$ cat config.mk
export PLATFORM = sky130hd
export DESIGN_NAME = box_ave_multi
export DESIGN_NICKNAME = d
export VERILOG_FILES = /design/src/rtl/box_ave_pkg.sv /design/src/rtl/box_ave_lane.sv /design/src/rtl/box_ave_multi.sv
export SDC_FILE = /design/constraint.sdc
export NUM_CORES = 1
export LEC_CHECK = 0
export ABC_AREA = 1
export BUFFER_PORTS_ARGS = -buffer_cell sky130_fd_sc_hd__clkbuf_2
export CORE_MARGIN = 2
export CORE_UTILIZATION = 40
export CTS_BUF_LIST = sky130_fd_sc_hd__clkbuf_8
export CTS_CLUSTER_SIZE = 28
export DETAILED_ROUTE_END_ITERATION = 8
export PLACE_DENSITY_LB_ADDON = 0.12
export SYNTH_ARGS = -nofsm -noshare
export SYNTH_HDL_FRONTEND = slang
export SYNTH_SLANG_ARGS = --single-unit
$ cat constraint.sdc
create_clock -name clk -period 3.2 [get_ports clk]
set_clock_uncertainty 0.15 [all_clocks]
set_input_delay 0.48 -clock clk [delete_from_list [all_inputs] [get_ports clk]]
set_output_delay 0.48 -clock clk [all_outputs]
set_load 0.01 [all_outputs]
$ cat src/rtl/box_ave_pkg.sv
// Shared constants and helper functions for the multi-lane box averager.
// Optional round-half-up output is enabled by defining BOX_AVE_ROUNDING_EN.
package box_ave_pkg;

    localparam int DEF_ADC_WIDTH      = 8;
    localparam int DEF_CHANNELS       = 2;
    localparam int DEF_MAX_DEPTH_BITS = 4;
    localparam int DEF_DEPTH_SEL_W    = 3;
    localparam int ACC_W              = DEF_ADC_WIDTH + DEF_MAX_DEPTH_BITS;

    function automatic int clog2(input int value);
        int result;
        int v;
        result = 0;
        v = value - 1;
        while (v > 0) begin
            result++;
            v = v >> 1;
        end
        return result;
    endfunction

    // Requested exponents above the supported maximum saturate to the maximum.
    function automatic int clamp_depth(input int sel, input int max_depth);
        return (sel > max_depth) ? max_depth : sel;
    endfunction

    function automatic int round_term(input int depth);
        return (depth > 0) ? (1 << (depth - 1)) : 0;
    endfunction

endpackage

$ cat src/rtl/box_ave_lane.sv
// One averaging lane: input data register, window accumulator and output register.
// Output rounding follows BOX_AVE_ROUNDING_EN (round-half-up) or truncates by default.
module box_ave_lane
    import box_ave_pkg::*;
#(
    parameter int ADC_WIDTH      = DEF_ADC_WIDTH,
    parameter int MAX_DEPTH_BITS = DEF_MAX_DEPTH_BITS,
    parameter int DEPTH_SEL_W    = DEF_DEPTH_SEL_W
) (
    input  logic                   clk,
    input  logic                   rst,
    input  logic                   accumulate,
    input  logic                   first,
    input  logic                   latch,
    input  logic [DEPTH_SEL_W-1:0] depth,
    input  logic [ADC_WIDTH-1:0]   data,
    output logic [ADC_WIDTH-1:0]   ave
);

    localparam int LANE_ACC_W = ADC_WIDTH + MAX_DEPTH_BITS;

    logic [ADC_WIDTH-1:0]  data_d1;
    logic [LANE_ACC_W-1:0] acc;
    logic [LANE_ACC_W-1:0] rounded;
    logic [ADC_WIDTH-1:0]  result;

    // The accumulator width covers 2^MAX_DEPTH_BITS full-scale samples plus the
    // rounding term, so neither the add nor the shifted result can overflow.
    always_comb begin
`ifdef BOX_AVE_ROUNDING_EN
        rounded = acc + LANE_ACC_W'(round_term(int'(depth)));
`else
        rounded = acc;
`endif
        result = ADC_WIDTH'(rounded >> depth);
    end

    // NOTE: state updates use non-blocking assignments so every register samples
    // pre-edge values; using blocking here would create order-dependent races.
    always_ff @(posedge clk) begin
        if (rst) begin
            data_d1 <= '0;
            acc     <= '0;
            ave     <= '0;
        end else begin
            data_d1 <= data;
            if (accumulate) begin
                acc <= first ? LANE_ACC_W'(data_d1) : acc + LANE_ACC_W'(data_d1);
            end
            if (latch) begin
                ave <= result;
            end
        end
    end

endmodule

$ cat src/rtl/box_ave_multi.sv
// Multi-lane box averager: shared strobe edge detector, window counter and depth latch.
// Define BOX_AVE_ROUNDING_EN for round-half-up averages instead of truncation.
module box_ave_multi
    import box_ave_pkg::*;
#(
    parameter int ADC_WIDTH      = DEF_ADC_WIDTH,
    parameter int CHANNELS       = DEF_CHANNELS,
    parameter int MAX_DEPTH_BITS = DEF_MAX_DEPTH_BITS,
    parameter int DEPTH_SEL_W    = DEF_DEPTH_SEL_W
) (
    input  logic                          clk,
    input  logic                          rst,
    input  logic                          sample,
    input  logic                          clear,
    input  logic [DEPTH_SEL_W-1:0]        depth_sel,
    input  logic [CHANNELS*ADC_WIDTH-1:0] raw_data_in,
    output logic [CHANNELS*ADC_WIDTH-1:0] ave_data_out,
    output logic                          data_out_valid,
    output logic [DEPTH_SEL_W-1:0]        active_depth
);

    localparam int CNT_W = MAX_DEPTH_BITS + 1;

    if (DEPTH_SEL_W < clog2(MAX_DEPTH_BITS + 1)) begin : g_bad_cfg
        $error("DEPTH_SEL_W too narrow for MAX_DEPTH_BITS");
    end

    logic                   sample_d1;
    logic                   sample_d2;
    logic                   accumulate;
    logic                   acc_en;
    logic                   first;
    logic                   last;
    logic                   latch;
    logic [CNT_W-1:0]       count;
    logic [CNT_W-1:0]       term_count;
    logic [DEPTH_SEL_W-1:0] req_depth;
    logic [DEPTH_SEL_W-1:0] eff_depth;

    // A window's length is fixed by the depth captured at its first sample; a
    // first sample therefore compares against the newly requested depth.
    always_comb begin
        accumulate = sample_d1 & ~sample_d2;
        acc_en     = accumulate & ~clear;
        first      = (count == '0);
        req_depth  = DEPTH_SEL_W'(clamp_depth(int'(depth_sel), MAX_DEPTH_BITS));
        eff_depth  = first ? req_depth : active_depth;
        term_count = CNT_W'((1 << eff_depth) - 1);
        last       = (count == term_count);
    end

    // The strobe history resets high so a strobe held through reset is not
    // mistaken for a fresh rising edge.
    always_ff @(posedge clk) begin
        if (rst) begin
            sample_d1      <= 1'b1;
            sample_d2      <= 1'b1;
            count          <= '0;
            latch          <= 1'b0;
            data_out_valid <= 1'b0;
            active_depth   <= DEPTH_SEL_W'(MAX_DEPTH_BITS);
        end else begin
            sample_d1      <= sample;
            sample_d2      <= sample_d1;
            latch          <= acc_en & last;
            data_out_valid <= latch;
            if (clear) begin
                count <= '0;
            end else if (accumulate) begin
                if (first) begin
                    active_depth <= req_depth;
                end
                count <= last ? '0 : count + 1'b1;
            end
        end
    end

    for (genvar k = 0; k < CHANNELS; k++) begin : g_lane
        box_ave_lane #(
            .ADC_WIDTH      (ADC_WIDTH),
            .MAX_DEPTH_BITS (MAX_DEPTH_BITS),
            .DEPTH_SEL_W    (DEPTH_SEL_W)
        ) u_lane (
            .clk        (clk),
            .rst        (rst),
            .accumulate (acc_en),
            .first      (first),
            .latch      (latch),
            .depth      (active_depth),
            .data       (raw_data_in[k*ADC_WIDTH +: ADC_WIDTH]),
            .ave        (ave_data_out[k*ADC_WIDTH +: ADC_WIDTH])
        );
    end

endmodule

Word-level counts from Yosys, hierarchy flattened. Cells that the tools add are included.

Add/subtract/negate cells: 4. $lt $le $gt $ge: 1. Equality and inequality tests: 1. Shift operators: 3. Multiplexer cells: 5. Bitwise operators: 5. Reductions and logical operators: 3.

Operators with widths (number): $add 12x8->12 (2); $mux 12 (2); $shr 12x3->8 (2); $mux 3 (2); $add 5x1->5 const B (1); $eq 5x5->1 (1); $logic_not 5->1 (1); $mux 5 (1); $shl 1x3->5 const A (1); $sub 5x2->5 const B (1); $and 1x1->1 (3); $gt 3x3->1 const B (1); $not 1->1 (2); $reduce_and 2->1 (1); $reduce_or 2->1 (1).

Register bits after elaboration: 68. Bits of input ports: 23.

Longest topological paths before layout.
Word-level depth: 7. Gate-level depth with buffers: 18. Depth with buffers taken out: 18.

By module. From an unflattened synthesis, not the netlist that was laid out.

Cells, all modules: 675. Area total of the unflattened synthesis: 4459.3 um2.

Modules (own cells, without submodules): box_ave_lane (instances 2, cells an instance 280, area an instance 1809.2 um2, seq. area each 560.5 um2); box_ave_multi (instances 1, cells an instance 115, area an instance 840.8 um2, seq. area each 240.2 um2).

Least setup slack after synthesis. OpenSTA, ideal clock, no wires.

Kind: reg2reg. From: register count[0]. To: register count[0]. Data arrival time: 2.075 ns. Data required time: 2.934 ns. Path slack: 0.859 ns. Cell stages (with the launch flop): 19. Buffers on the path: 0. Clock period less this slack: 2.341 ns. Path through: dfxtp_1 inv_1 ha_1 inv_1 nor2_4 nand2_4 nand2_1 nand2_2 nand3_2 ha_1 xnor2_1 nor2_1 nand2_1 inv_1 nand3_1 nor2_2 nand3_2 nand2_1 nor2_1.

Cells in the longest elaborated chain, start to end: 6. Elaborated cells between the ends (all ways): 7.

RTL lines: start: declaration (RTL line box_ave_multi.sv:35) `logic [CNT_W-1:0] count;`; start signal: assignment (RTL line box_ave_multi.sv:73) `count <= last ? '0 : count + 1'b1;`; $logic_not 5->1 (RTL line box_ave_multi.sv:45) `first = (count == '0);`; $mux 3; $shl 1x3->5 (RTL line box_ave_multi.sv:48) `term_count = CNT_W'((1 << eff_depth) - 1);`; $sub 5x2->5 (RTL line box_ave_multi.sv:48); $eq 5x5->1 (RTL line box_ave_multi.sv:49) `last = (count == term_count);`; $mux 5 * (RTL line box_ave_multi.sv:73).

Every way passes the cells marked *; elsewhere a longest branch is shown, timed or not. A chain may end at the register's enable or synchronous reset.

Worst setup path after layout. Ends and elaborated chain as after synthesis.

==> parameters.txt <==
Parameter                              Value

Clock tree
  TritonCTS Buffers ... 9
  CTS clock-pin slew for the worst setup and hold paths ... 0.08 ns
  Hold buffer count at CTS ... 0
  Library cell used as clock root buffer ... clkbuf_8
  CTS HTree Levels ... 3
  Deepest clock path buffer count ... 2
  CTS tree ... yes
  Clock Latency Late Sink ... 0.35 ns
  Clk sink count ... 68
  Setup Fix Bufs, Post-CTS ... 0
  # resized after CTS ... 0

Detailed routing
  Number of detailed-routing iterations run before antenna repair ... 5
  Post-DRT Antenna Nets ... 0
  Final wirelength ... 10200 um
  Initial DRC count ... 152
  Number of vias per cell after detailed routing ... 5.04
  Mean routed wirelength per cell ... 13.1 um
  Post-detailed-route DRC marker count ... 0
  Vias after detailed routing ... 3914

Cells and area
  Count of nets after finishing ... 683
  Register area ... 0.00136 mm^2
  Fraction of layout cells with a size suffix above 1 ... 0.144
  Fill count ... 1050
  Area growth syn-to-layout ... 13.2%
  Multi-input gate area ... 0.00230 mm^2
  Antenna cells ... 0

Synth
  Share of the synthesized area in the top cell type ... 0.335
  Mean cell area of the mapped netlist ... 6.76 um^2
  Main area contributors after synthesis ... dfxtp_1 33%, nand2_1 14%, inv_1 7.0%
  Seq/Total Area, Yosys ... 0.335
  Synthesized cell area ... 0.00407 mm^2
  Number of distinct library cell variants in the gate-level netlist after synthesis ... 32
  Flip-flop and latch count after synthesis ... 68
  Net Count, Synth ... 646
  Warnings, synthesis ... 0
  Library cell occupying the most area in the post-synthesis netlist ... dfxtp_1
  Cell count after synthesis ... 602

Power and ir drop
  Max IR drop VDD ... 0.199 mV
  Sequential Power Share ... 0.500
  Proportion of power drawn by combinational gates ... 0.085
  Clock power frac ... 0.415
  Total power per unit cell area ... 379 mW/mm^2
  Net switching share of the total power ... 0.259
  Switching power total ... 451 uW
  Internal power of the cells ... 1.29 mW
  LEAKAGE ... 2.03 nW

Global routing
  Pin count of the biggest net entering global routing ... 35
  Global-route wire length before repair ... 17200 um
  Vias in the first global route ... 3648
  Initial antenna violation count ... 0
  Aggregate global-route resource usage ... 0.192
  Total gr overflow ... 0

Worst setup path
  Kind of cell adding the most delay to the critical path ... simple AND/OR/NAND/NOR gates
  Worst-path cell with the longest stage delay ... dfxtp_1
  Worst-path maximum fanout ... 16
  CP Data Arrival Time ... 2.79 ns
  Worst path max stage delay ... 0.38 ns
  Cell-by-cell trace of the critical path ... inv_1 -> ha_1 -> inv_1 -> nor2_4 -> nand2_4 -> nand2_1 -> nand2_2 -> nand4_1 -> ha_1 -> xnor2_1 -> nor2_1 -> nand2_1 -> inv_1 -> nand3_1 -> nor2_2 -> nand3_2 -> nand2_1 -> nor2_1
  Critical Path Start Type ... flop
  Critical Path RT ... 3.29 ns
  Critical path endpoint category ... flop
  Buffering stage count on the worst path with inverters included ... 3
  Crit Path Class ... reg -> reg

Place
  Routability congestion estimate from global placement ... 0.882
  Post-DP HPWL ... 7500 um
  IO Port Bufs ... 42
  DP Worst Slack ... 0.534 ns

STA
  Portion of the clock cycle consumed by the worst path in the final layout ... 0.842
  Post-layout minimum cycle time ... 2.70 ns
  Post-route setup TNS ... 0 ns
  Worst-Margin Slew ... 0.629 ns
  Final hold violation count ... 0
  Unrepaired setup endpoints after global routing ... false
  Tightest slew margin relative to the limit ... 0.580
  Worst path setup slack after routing ... 0.504 ns
  Fmax ... 371 MHz
  Smallest hold slack ... 0.162 ns
  Final setup violating endpoints ... 0
  Count of pins over their slew limit ... 0

Floorplan
  Overall die width ... 105 um
  Starting density of the core ... 0.414
  Floorplan die height ... 105 um
  Placeable Area ... 0.00982 mm^2
  Number of ports placed on the die boundary ... 43
  Die Footprint ... 0.0110 mm^2
  Standard-cell rows ... 36

Status
  Outcome ... finished clean

Min path
  Class of the worst hold path ... in -> reg

Flow run
  Max-cap check violation count ... 0
logic make-up (layout without fill, tap and decap cells):
group	Yosys count	after routing	synth area share
DFF	68	68	0.335
xor gates and xnor gates	8	8	0.0172
buffers and inverters	105	147	0.0994
and+or+nand+nor	270	270	0.291
adders and majority gates	21	21	0.0683
muxes	7	7	0.0172
AOI/OAI and AO/OA	123	123	0.172
cell type report:
| type | instances | share of cell area |
|---|---|---|
| tap | 133 | 0.0361 |
| inverter | 81 | 0.0660 |
| sequential | 68 | 0.296 |
| multi-input combinational | 429 | 0.500 |
| clock buffer | 10 | 0.0299 |
| clock inverter | 6 | 0.0139 |
| timing repair buffer | 50 | 0.0587 |
routing by layer:
| layer | GRT usage | vias up | wire length, um | share of wire |
|---|---|---|---|---|
| met5 | 0 | - | 0 | 0 |
| met4 | 0.0590 | 0 | 188 | 0.018 |
| met3 | 0.0312 | 14 | 363 | 0.036 |
| met2 | 0.326 | 70 | 4880 | 0.48 |
| met1 | 0.250 | 1785 | 4740 | 0.47 |
| li1 | - | 2045 | - | - |
cell usage in the layout (no fill, tap or decap), types with 9 or more instances in the layout:
| cell | instances |
|---|---|
| dfxtp_1 | 68 |
| nand3_1 | 38 |
| nor2_1 | 43 |
| clkbuf_8 | 10 |
| a21oi_1 | 44 |
| o211ai_1 | 15 |
| or2_2 | 9 |
| o21ai_0 | 39 |
| ha_1 | 19 |
| inv_1 | 76 |
| clkbuf_2 | 42 |
| nand2_1 | 153 |
| a31oi_1 | 17 |
worst reg2reg max path, stage by stage (launching register included):
cell	delay (ns)
dfxtp_1	0.38
inv_1	0.10
ha_1	0.19
inv_1	0.09
nor2_4	0.06
nand2_4	0.18
nand2_1	0.10
nand2_2	0.13
nand4_1	0.13
ha_1	0.30
xnor2_1	0.13
nor2_1	0.09
nand2_1	0.06
inv_1	0.04
nand3_1	0.08
nor2_2	0.13
nand3_2	0.13
nand2_1	0.08
nor2_1	0.04
final timing paths:
check | startpoint | endpoint | slack [ns] | depth (start not counted)
setup reg to reg | count[0]$_SDFFE_PP0P_ | count[0]$_SDFFE_PP0P_ | 0.50 | 18
setup / recovery | count[0]$_SDFFE_PP0P_ | count[0]$_SDFFE_PP0P_ | 0.50 | 18
hold reg to reg | sample_d1$_SDFF_PP1_ | sample_d2$_SDFF_PP1_ | 0.29 | 2
hold / removal | raw_data_in[7] | g_lane[0].u_lane.data_d1[7]$_SDFF_PP0_ | 0.16 | 3
cells in the mapped netlist, drive strengths merged:
cell type,count
nand3,40
fa,2
o21a,2
xor2,7
a21oi,44
nor4,2
mux2i,7
dfxtp,68
a31oi,17
o221ai,4
clkbuf,13
or2,9
o21ai,39
xnor2,1
o211ai,15
inv,81
nor2,49
nand4,8
nand2,158
a21boi,1
ha,19
nor3,4
buf,11
o2111ai,1
through the flow:
stage	util	instance area (um^2)	instances	power, mW
3_5_place_dp	0.449	4400	761	1.04
6_report	0.469	4610	777	1.74
3_3_place_gp	0.449	4400	761	1.04
2_1_floorplan	-	4070	602	0.995
5_1_grt	0.469	4610	777	1.83
4_1_cts	0.469	4610	777	1.77
registers in the layout, indices dropped and copies added, names as in the netlist:
signal and cells:
active_depth 3, count 5, data_out_valid 1, g_lane.u_lane.acc 24, g_lane.u_lane.ave 16, g_lane.u_lane.data_d1 16
latch 1, sample_d1 1, sample_d2 1
power by group through the flow:
| stage | sequential (mW) | combinational [mW] | clock (mW) |
|---|---|---|---|
| 6_report | 0.872 | 0.148 | 0.725 |
| 5_1_grt | 0.874 | 0.170 | 0.784 |
| 4_1_cts | 0.873 | 0.149 | 0.753 |
| 3_5_place_dp | 0.892 | 0.149 | 0 |
| 3_3_place_gp | 0.893 | 0.145 | 0 |
| 2_1_floorplan | 0.889 | 0.106 | 0 |
Power figures use the tool's default switching activity.
